<file path="config.mk">
export PLATFORM = sky130hd
export DESIGN_NAME = wff_graph_loader
export DESIGN_NICKNAME = d
export VERILOG_FILES = /design/src/rtl/wff_pkg.sv /design/src/rtl/wff_loader_addr_gen.sv /design/src/rtl/wff_graph_loader.sv
export SDC_FILE = /design/constraint.sdc
export NUM_CORES = 1
export LEC_CHECK = 0
export CAP_MARGIN = 20
export CORE_MARGIN = 2
export CORE_UTILIZATION = 43
export DETAILED_ROUTE_END_ITERATION = 8
export PLACE_DENSITY = 0.85
export SYNTH_ARGS = -nofsm -noshare
export SYNTH_HDL_FRONTEND = slang
export SYNTH_SLANG_ARGS = --single-unit
</file>
<file path="constraint.sdc">
create_clock -name clk -period 5.1 [get_ports clk]
set_input_delay 0.765 -clock clk [delete_from_list [all_inputs] [get_ports clk]]
set_output_delay 0.765 -clock clk [all_outputs]
set_load 0.03 [all_outputs]
</file>
<file path="src/rtl/wff_pkg.sv">
// rtl/wff_pkg.sv - shared widths, record field offsets, log2 helper and FSM state for the wff graph loader
package wff_pkg;

    localparam int EX_WIDTH   = 14;
    localparam int WV_WIDTH   = 10;
    localparam int CF_WIDTH   = 10;
    localparam int MF_WIDTH   = 22;
    localparam int FLAG_WIDTH = 8;
    localparam int DATA_WIDTH = EX_WIDTH + WV_WIDTH + 4*CF_WIDTH + FLAG_WIDTH;

    // Record layout, MSB first: excess | wave | 4 capacities | flags
    localparam int EX_LSB   = DATA_WIDTH - EX_WIDTH;
    localparam int WV_LSB   = EX_LSB - WV_WIDTH;
    localparam int CF_LSB   = FLAG_WIDTH;
    localparam int FLAG_LSB = 0;

    // Ceiling log2, never below 1 so single-entry dimensions still get a port bit
    function automatic int log2c(input int n);
        int w;
        w = 1;
        while ((1 << w) < n) w++;
        return w;
    endfunction

    typedef enum logic [1:0] {
        ST_IDLE = 2'd0,
        ST_LOAD = 2'd1,
        ST_FIN  = 2'd2
    } state_t;

endpackage

</file>
<file path="src/rtl/wff_loader_addr_gen.sv">
// rtl/wff_loader_addr_gen.sv - raster xy/z counter pair producing layer RAM addresses and the final-record flag
module wff_loader_addr_gen #(
    parameter int X  = 129,
    parameter int Y  = 129,
    parameter int Z  = 16,
    parameter int AW = 15,
    parameter int LW = 4
) (
    input  logic          clk,
    input  logic          rst,
    input  logic          clear,
    input  logic          advance,
    output logic [AW-1:0] xy,
    output logic [LW-1:0] z,
    output logic          is_final
);

    localparam logic [AW-1:0] XY_LAST = AW'(X*Y - 1);
    localparam logic [LW-1:0] Z_LAST  = LW'(Z - 1);

    assign is_final = (xy == XY_LAST) && (z == Z_LAST);

    // xy runs fastest; on its wrap the layer index steps, and the whole pair wraps after the final record
    always_ff @(posedge clk) begin
        if (rst || clear) begin
            xy <= '0;
            z  <= '0;
        end else if (advance) begin
            if (xy == XY_LAST) begin
                xy <= '0;
                z  <= (z == Z_LAST) ? '0 : z + 1'b1;
            end else begin
                xy <= xy + 1'b1;
            end
        end
    end

endmodule

</file>
<file path="src/rtl/wff_graph_loader.sv">
// rtl/wff_graph_loader.sv - streams node records into p_wff layer RAMs and sums positive excess; WFF_LOADER_CHECK_EN enables s_last framing checks
module wff_graph_loader
    import wff_pkg::*;
#(
    parameter int X = 129,
    parameter int Y = 129,
    parameter int Z = 16
) (
    input  logic                      clk,
    input  logic                      rst,
    input  logic                      start,
    input  logic                      s_valid,
    output logic                      s_ready,
    input  logic [DATA_WIDTH-1:0]     s_data,
    input  logic                      s_last,
    output logic                      wr_en,
    output logic [log2c(Z)-1:0]       wr_layer,
    output logic [log2c(X*Y)-1:0]     wr_addr,
    output logic [DATA_WIDTH-1:0]     wr_data,
    output logic [MF_WIDTH-1:0]       init_flow,
    output logic                      busy,
    output logic                      done,
    output logic                      err
);

    localparam int LW = log2c(Z);
    localparam int AW = log2c(X*Y);

    state_t               state;
    logic [AW-1:0]        xy;
    logic [LW-1:0]        z;
    logic                 is_final;
    logic                 accept;
    logic                 ctr_clear;
    logic [EX_WIDTH-1:0]  excess;
    logic [MF_WIDTH-1:0]  excess_ext;

    assign s_ready    = (state == ST_LOAD);
    assign accept     = s_ready && s_valid;
    assign ctr_clear  = (state == ST_IDLE) && start;
    assign excess     = s_data[EX_LSB +: EX_WIDTH];
    assign excess_ext = {{(MF_WIDTH-EX_WIDTH){excess[EX_WIDTH-1]}}, excess};

`ifndef WFF_LOADER_CHECK_EN
    logic unused_last;
    assign unused_last = s_last;
`endif

    wff_loader_addr_gen #(
        .X  (X),
        .Y  (Y),
        .Z  (Z),
        .AW (AW),
        .LW (LW)
    ) u_addr_gen (
        .clk      (clk),
        .rst      (rst),
        .clear    (ctr_clear),
        .advance  (accept),
        .xy       (xy),
        .z        (z),
        .is_final (is_final)
    );

    // Load FSM: registered write port, excess accumulator, framing error and done pulse
    always_ff @(posedge clk) begin
        if (rst) begin
            state     <= ST_IDLE;
            wr_en     <= 1'b0;
            wr_layer  <= '0;
            wr_addr   <= '0;
            wr_data   <= '0;
            init_flow <= '0;
            busy      <= 1'b0;
            done      <= 1'b0;
            err       <= 1'b0;
        end else begin
            wr_en <= 1'b0;
            done  <= 1'b0;
            case (state)
                ST_IDLE: begin
                    if (start) begin
                        state     <= ST_LOAD;
                        busy      <= 1'b1;
                        init_flow <= '0;
                        err       <= 1'b0;
                    end
                end
                ST_LOAD: begin
                    if (s_valid) begin
                        wr_en    <= 1'b1;
                        wr_layer <= z;
                        wr_addr  <= xy;
                        wr_data  <= s_data;
                        // Only sources (non-negative excess) contribute; sinks are skipped, sum wraps
                        if (!excess[EX_WIDTH-1])
                            init_flow <= init_flow + excess_ext;
`ifdef WFF_LOADER_CHECK_EN
                        if (s_last && !is_final) begin
                            err   <= 1'b1;
                            state <= ST_IDLE;
                            busy  <= 1'b0;
                        end else if (is_final) begin
                            if (!s_last)
                                err <= 1'b1;
                            state <= ST_FIN;
                            busy  <= 1'b0;
                        end
`else
                        if (is_final) begin
                            state <= ST_FIN;
                            busy  <= 1'b0;
                        end
`endif
                    end
                end
                ST_FIN: begin
                    done  <= 1'b1;
                    state <= ST_IDLE;
                end
                default: begin
                    state <= ST_IDLE;
                    busy  <= 1'b0;
                end
            endcase
        end
    end

endmodule

</file>
; After elaboration in Yosys (flattened, before gate mapping)
; Index checks and enable logic that the tools add are counted.
[word_totals]
reg_bits = 137
out_inout_bits = 118
in_bits = 77
elab_cells = 51
[classes]
n_mux = 16
n_reduce_logical = 12
eq_ne = 8
n_addsub = 3
bitwise_logic = 2
[ops]
columns = op, n
row1 = 22-bit two-way mux, 3
row2 = 22-bit case mux with 2 select lines, 1
row3 = 22-bit adder, 1
row4 = "15-bit by 1-bit adder with 15-bit output, second input constant", 1
row5 = "15-bit == test, second input constant", 1
row6 = 15-bit two-way mux, 1
row7 = 4-bit AND reduction, 2
row8 = 2-bit two-way mux, 3
row9 = "2-bit inequality test, second input constant", 3
row10 = 1-bit two-way mux, 5
row11 = "4-bit by 1-bit adder with 4-bit output, second input constant", 1
row12 = "4-bit == test, second input constant", 1
row13 = 4-bit two-way mux, 1
row14 = 2-bit case mux with 2 select lines, 1
row15 = 2-bit AND reduction, 2
row16 = 1-bit logical AND, 3
row17 = 1-bit case mux with 3 select lines, 1
row18 = 3-bit AND reduction, 1
row19 = "2-bit by 1-bit == test with 1-bit output, second input constant", 1
row20 = "2-bit == test, second input constant", 1
row21 = 2-bit logical NOT, 1
row22 = "2-bit by 1-bit inequality test with 1-bit output, second input constant", 1
row23 = 1-bit inverter, 2
row24 = 2-bit nonzero test, 1
row25 = other kinds (2), 2

; Depth between registers and ports, before layout
; Gate-level depths: netlist (run 1).
[depth]
ltp_word = 5
mapped_depth = 9
ltp_nobuf = 9

; By module
; Synthesis (run 1) repeated with hierarchy kept, for this count alone.
[hier_totals]
hier_cells = 757
area_unflattened_um2 = 6064.6
[by_module_without_submodules]
columns = mod, instances, area_each_um2, seq_area_each_um2, cells_per_inst
row1 = wff_graph_loader, 1, 5077.4, 2362.3, 652
row2 = wff_loader_addr_gen, 1, 987.2, 380.4, 105

; Worst setup path before layout (run 1)
; No wires, ideal clock.
[synth_path]
kind = input to register
from = input port s_data[58]
to = register init_flow[18]
arrival_ns = 2.527
n_path_buf = 0
t_required_ns = 4.983
path_slack_ns = 2.456
setup_time_ns = 0.117
path_stages = 9
path_cell_list = ha_1 -> inv_1 -> fa_1 -> nor2b_4 -> o31ai_2 -> a21o_2 -> a21boi_0 -> or4_1 -> a32o_1
[synth_between]
elab_chain_cells = 4
[synth_lines]
columns = item, line
row1 = "start, declared", wff_graph_loader.sv:14  ; input logic [DATA_WIDTH-1:0] s_data,
row2 = 22-bit adder, wff_graph_loader.sv:97  ; init_flow <= init_flow + excess_ext;
row3 = 22-bit two-way mux, wff_graph_loader.sv:96  ; if (!excess[EX_WIDTH-1])
row4 = 22-bit two-way mux, wff_graph_loader.sv:90  ; if (s_valid) begin
row5 = 22-bit case mux with 2 select lines, wff_graph_loader.sv:80  ; case (state)
row6 = "end signal, assigned", wff_graph_loader.sv:97
row7 = "end, declared", wff_graph_loader.sv:20  ; output logic [MF_WIDTH-1:0] init_flow,
; No other way between the ends. The select of a mux whose other input is x is not followed.
; A chain may end at the register's enable or synchronous reset.

; Worst setup path in the final report (run 1)
[layout_path]
from = input port s_data[71]
to = register init_flow[21]
[layout_between]
elab_chain_cells = 4
word_cells_on_any_way = 6
cone_classes = add/sub: 1 / eq/ne: 1 / mux: 3 / reduce/logical: 1
[layout_lines]
columns = item, line
row1 = 22-bit adder, wff_graph_loader.sv:97
row2 = 22-bit two-way mux, wff_graph_loader.sv:96
row3 = 22-bit two-way mux, wff_graph_loader.sv:90
row4 = 22-bit case mux with 2 select lines, wff_graph_loader.sv:80
; Parallel ways exist; a longest one is shown, timed or not. The select of a mux whose other input is x is not followed.

==> reports/qor.csv, run 1 <==
metric,value,unit
DP HPWL,11800,um
largest net degree at the start of global routing,94,
pwr dens,319,nW/um2
FF-to-FF path depth,6,
CTS Hold Bufs,0,
status,completed,
CP Max Fanout,10,
"Req. time, crit path",5.40,ns
WL per Instance,15.4,um
CP arrival,3.59,ns
cell count after synthesis,759,
cts repair resizes,0,
DR vias,5915,
post-synthesis sequential area ratio,45.2,%
clock buffer depth,2,
"Top FF cell, synth",dfxtp_1,
Final Max Slew Viols,0,
Internal,2080,uW
normalized max-slew margin,33.8,%
"Clk Latency, worst-skew pair",0.41,ns
Stages on worst setup path,8,
sequential fraction of design power,40.5,%
VDD IR max,314,uV
Crit path max-delay family,compound AO/OA/AOI/OAI gates,
Max-Cap Viols,0,
leakage power,0.00321,uW
die area,15100,um2
period utilisation layout,64.5,%
f_max,304,MHz
residual overflow from global routing,0,
initial core utilization,43.9,%
Layout area overhead,43.3,%
antenna cells,0,
Final min period,3.29,ns
global-route wire length before repair,26600,um
DRC,0,
CTS tree,done,
synthesized area,6070,um2
"most common cell after layout, fill and taps aside",nand2_1,
clk_skew,0.0103,ns
chip height,123,um
Unique masters post-synth,63,
synthesized flop and latch total,137,
layout cells sized above 1,5.30,%
reg2reg start,state[0],
Fin. Hold Viols,0,
# nets final,1033,
CP Capture Type,flop,
R2R Path End,init_flow[17],
Via density,5.26,
Placer Congestion,0.914,
most frequent cells in the layout,"nand2_1, clkdlybuf4s50_1, dfxtp_1",
DIE WIDTH,123,um
Worst Tran Pin Value,0.994,ns
ys async rst share,0,%
Switch Pwr,690,uW
R2R setup slack,2.47,ns
CP max-delay cell,clkdlybuf4s50_1,
Worst Setup EP,init_flow[21],
synth warn,0,
I/O Pins,195,
number of global-route vias before repair,5418,
Worst setup SP type,input pin,
Final Util,62.9,%
combinational share of power,13.3,%
Post-CTS Setup Inserts,0,
# H-tree levels,4,
Starting DRT DRC Count,417,
clock-pin slew on the worst setup and hold paths,0.06,ns
critical-path cell list,clkdlybuf4s50_1 > ha_1 > a211oi_1 > o21ai_0 > a221oi_1 > o22a_1 > o31ai_1 > a221o_1,
CTS sink cnt,137,
WP buf/inv,1,
crit path from,s_data[71],
CTS Buf Count,17,
setup TNS,0,ns
sw frac,24.9,%
"EDFF count, synth",0,
fillers,1180,
Post-Route WL,17300,um
total nets after synthesis,861,
DRT Pass-1 Iters,4,
initial antenna violation count,0,
core area,13800,um2
Clock power frac,46.2,%
Hold Path Class,flop to flop,
smallest hold slack,0.451,ns
CP max stage delay,0.64,ns
cell row count,43,
RSZ-0062 raised after global routing,no,
Crit Path Class,input pin to flop,
clock root cell,clkbuf_16,
Total Routing Usage GR,22.4,%
Port Buffers,192,
Antenna Nets Post-Route,0,
endpoints failing setup,0,
Syn Area/Cell,8.00,um2
==> stage by stage <==
stage | instance area (um2) | total power [uW] | setup slack, ns | std cells
after floorplan | 6070 | 1350 | 2.46 | 759
after global placement | 8080 | 1510 | 1.52 | 1092
after detailed placement | 8080 | 1510 | 1.49 | 1092
after CTS | 8700 | 2800 | 1.93 | 1124
after global routing | 8700 | 2880 | 1.73 | 1124
final | 8700 | 2770 | 1.81 | 1124
==> layer usage <==
layer / share of wire [%] / global-route usage (%) / up-vias
li1: - / - / 2962
met1: 43 / 27.0 / 2781
met2: 50 / 37.8 / 145
met3: 5.1 / 5.95 / 27
met4: 2.3 / 8.69 / 0
met5: 0 / 0 / -
==> worst reg2reg max path: stages, from the launching register on <==
cell	delay, ns
dfxtp_1	0.72
nand3b_1	0.25
a21oi_2	0.50
nand3_1	0.42
nor4_1	0.44
a221oi_1	0.14
nand2_1	0.12
==> final cells by class <==
type	instances	area, um2	area share [%]
Clock buffer	22	484	5.57
Clock inverter	10	139	1.60
Inverter	11	41.3	0.475
Multi-Input combinational cell	568	3120	35.8
Sequential cell	137	2740	31.5
Tap cell	180	225	2.59
Timing Repair Buffer	196	1950	22.4
==> synthesized netlist by cell type (3+ instances only) <==
library cell  number  area share (%)
nand2_1          214              13
dfxtp_1          137              45
a21oi_1          115             9.5
clkbuf_1          35             2.2
nor2_1            33             2.0
ha_1              24             4.9
o21ai_0           21             1.7
nand3_1           18             1.5
inv_1             11            0.68
nor3_1            11            0.91
xor2_1            11             1.6
and3_1            10             1.0
xnor2_1           10             1.4
a32o_1             7             1.2
or3_1              7            0.72
o21a_1             6            0.74
a211oi_1           5            0.62
and2_1             5            0.52
o31ai_1            5            0.62
a21oi_2            4            0.58
and4_1             4            0.58
buf_1              4            0.25
nand2b_1           4            0.41
a21o_1             3            0.37
buf_2              3            0.25
nand3b_1           3            0.37
nand4_1            3            0.31
nor2b_1            3            0.31
nor4_1             3            0.31
o2111ai_1          3            0.43
==> how the worst min path moves through the flow <==
stage | from | end | slack, ns | cells past startpoint
after floorplan | u_addr_gen.xy[14] | wr_addr[14] | 0.45 | 2
after global placement | wr_data[0] | wr_data[0] | 0.44 | 2
after detailed placement | wr_data[28] | wr_data[28] | 0.45 | 2
after CTS | wr_data[53] | wr_data[53] | 0.45 | 2
after global routing | wr_data[29] | wr_data[29] | 0.47 | 2
final | wr_data[28] | wr_data[28] | 0.45 | 2
==> power by group through the flow <==
stage | Sequential (uW) | Combinational, uW | Clock [uW]
finish | 1120 | 370 | 1280
global route | 1130 | 398 | 1350
CTS | 1120 | 370 | 1300
detailed placement | 1150 | 367 | 0
global placement | 1140 | 363 | 0
floorplan | 1200 | 150 | 0
==> flip-flops by register name (all words and copies together), names as in the netlist <==
signal	count
wr_data	72
init_flow	22
u_addr_gen.xy	15
wr_addr	15
u_addr_gen.z	4
wr_layer	4
state	2
busy	1
done	1
wr_en	1
==> cells by family (layout without fill, tap and decap cells) <==
logic type | count (synthesis) | after routing | synth area share, %
compound gates | 189 | 189 | 18.7
xor+xnor | 21 | 21 | 3.03
fa+ha+maj | 25 | 25 | 5.28
buf+inv | 54 | 239 | 3.46
flops | 137 | 137 | 45.2
mux | 2 | 2 | 0.350
other cells | 1 | 1 | 0.0618
simple gates | 330 | 330 | 23.9
(Power assumes the default switching activity.)
==> run 2, diff against run 1 <==
--- a/config.mk
+++ b/config.mk
@@ -7,9 +7,9 @@
 export LEC_CHECK = 0
 export CAP_MARGIN = 20
 export CORE_MARGIN = 2
-export CORE_UTILIZATION = 43
+export CORE_UTILIZATION = 42
 export DETAILED_ROUTE_END_ITERATION = 8
-export PLACE_DENSITY = 0.85
+export PLACE_DENSITY = 0.87
 export SYNTH_ARGS = -nofsm -noshare
 export SYNTH_HDL_FRONTEND = slang
 export SYNTH_SLANG_ARGS = --single-unit
==> constraint.sdc (replaced) <==
create_clock -name clk -period 2.9 [get_ports clk]
set_input_delay 0.435 -clock clk [delete_from_list [all_inputs] [get_ports clk]]
set_output_delay 0.435 -clock clk [all_outputs]
set_load 0.03 [all_outputs]
==> reports/qor.csv, run 2 (synthesis results as in run 1) <==
metric,value,unit,change
clock buffer depth,2,,unchanged
WL per Instance,15.3,um,-0.47%
chip height,124,um,+1.1%
most frequent cells in the layout,"nand2_1, clkdlybuf4s50_1, dfxtp_1",,
leakage power,0.00334,uW,+4.1%
Crit Path Class,input pin to flop,,
"Req. time, crit path",3.20,ns,-2.20 ns
R2R setup slack,0.55,ns,-1.92 ns
Final min period,2.61,ns,
"most common cell after layout, fill and taps aside",nand2_1,,
Post-CTS Setup Inserts,0,,unchanged
RSZ-0062 raised after global routing,no,,
Starting DRT DRC Count,386,,-7.4%
hold path start,rst,,
core area,14000,um2,+1.2%
clk_skew,0.0100,ns,-0.000308 ns
largest net degree at the start of global routing,94,,unchanged
initial core utilization,43.4,%,-0.51 points
register name with the most flops,wr_data,,
period utilisation layout,90.2,%,
CTS Buf Count,17,,unchanged
cell row count,43,,unchanged
global-route wire length before repair,28800,um,+8.4%
Post-Route WL,17700,um,+2.2%
FF-to-FF path depth,8,,+2
CTS sink cnt,137,,unchanged
max reg flops,72,,unchanged
DP HPWL,12200,um,+3.4%
Top Registers,"wr_data (72), init_flow (22)",,
Total Routing Usage GR,22.8,%,+0.42 points
pre-CTS WS,-0.0879,ns,-1.58 ns
final worst slack,0.285,ns,-1.52 ns
CP Max Fanout,5,,-5
Hold Path Class,input pin to flop,,
Layout area overhead,46.8,%,
status,completed,,
Fin. Hold Viols,0,,unchanged
cts repair resizes,0,,unchanged
Antenna Nets Post-Route,0,,unchanged
Max-Cap Viols,0,,unchanged
f_max,382,MHz,
reg2reg start,init_flow[14],,
Total Power,4890,uW,+76%
Via density,5.19,,-1.3%
DR vias,5995,,+1.4%
pwr dens,548,nW/um2,+72%
die area,15400,um2,+2.3%
Worst Tran Pin Value,0.996,ns,+0.00203 ns
DRT Pass-1 Iters,5,,+1
# H-tree levels,4,,unchanged
initial antenna violation count,0,,unchanged
Min-Delay Endpoint,wr_addr[6],,
I/O Pins,195,,unchanged
Placer Congestion,0.903,,-1.2%
DRC,0,,unchanged
CP arrival,2.91,ns,-0.68 ns
clock root cell,clkbuf_16,,
CTS tree,done,,
"Clk Latency, worst-skew pair",0.42,ns,about the same
residual overflow from global routing,0,,unchanged
Final Max Slew Viols,0,,unchanged
layout cells sized above 1,8.21,%,+2.9 points
clock-pin slew on the worst setup and hold paths,0.06,ns,about the same
VDD IR max,423,uV,+34%
CTS Hold Bufs,0,,unchanged
normalized max-slew margin,33.6,%,-0.14 points
# nets final,1063,,+2.9%
CP Capture Type,flop,,
antenna cells,0,,unchanged
DIE WIDTH,124,um,+1.1%
Hold Path Depth,2,,unchanged
Port Buffers,192,,unchanged
Worst setup SP type,input pin,,
endpoints failing setup,0,,unchanged
number of global-route vias before repair,5695,,+5.1%
R2R Path End,init_flow[21],,
[run 2: metal layers]
| metal | track usage (%) | up-vias | wire [um] |
|---|---|---|---|
| li1 | - | 3013 | - |
| met1 | 27.3 | 2770 | 7430 |
| met2 | 39.6 | 188 | 8960 |
| met3 | 5.59 | 24 | 954 |
| met4 | 8.13 | 0 | 326 |
| met5 | 0 | - | 0 |
[run 2: layout make-up]
cell class | count | area [um2]
Clock buffer | 19 | 443
Sequential cell | 137 | 2740
Timing Repair Buffer | 226 | 2170
Fill cell | 1191 | 5080
Clock inverter | 13 | 168
Tap cell | 180 | 225
Inverter | 11 | 41.3
Multi-Input combinational cell | 568 | 3120
[run 2: through the flow]
| step | area, um2 | TNS (ns) | std cells | hold slack [ns] | utilization, % |
|---|---|---|---|---|---|
| finish | 8910 | 0 | 1154 | 0.317 | 63.7 |
| floorplan | 6070 | 0 | 759 | 0.445 | - |
| CTS | 8910 | 0 | 1154 | 0.307 | 63.7 |
| global route | 8910 | 0 | 1154 | 0.322 | 63.7 |
| detailed placement | 8300 | -0.101 | 1122 | 0.446 | 59.3 |
| global placement | 8300 | 0 | 1122 | 0.441 | 59.3 |
[run 2: worst max path at each step]
| stage | from | end | slack [ns] | cells past startpoint |
|---|---|---|---|---|
| finish | s_data[71] | init_flow[21] | 0.29 | 9 |
| CTS | state[0] | s_ready | 0.26 | 3 |
| detailed placement | s_data[71] | init_flow[21] | -0.09 | 9 |
| global route | state[0] | s_ready | 0.13 | 3 |
| global placement | s_data[71] | init_flow[18] | 0.01 | 8 |
| floorplan | init_flow[8] | init_flow[19] | 0.56 | 7 |
[run 2: worst max-delay path: stages]
cell and delay [ns]:
clkdlybuf4s50_1 0.52, ha_1 0.39, a211oi_1 0.38, o21ai_0 0.15, a221oi_1 0.32, buf_4 0.18, o22a_1 0.12, o31ai_1 0.07
a221o_1 0.35
[run 2: where the power goes]
group	internal [uW]	switching (uW)	leakage (uW)
Combinational	308	377	0.00194
Clock	1380	844	0.000294
Sequential	1940	36.7	0.00111
Total	3630	1260	0.00334
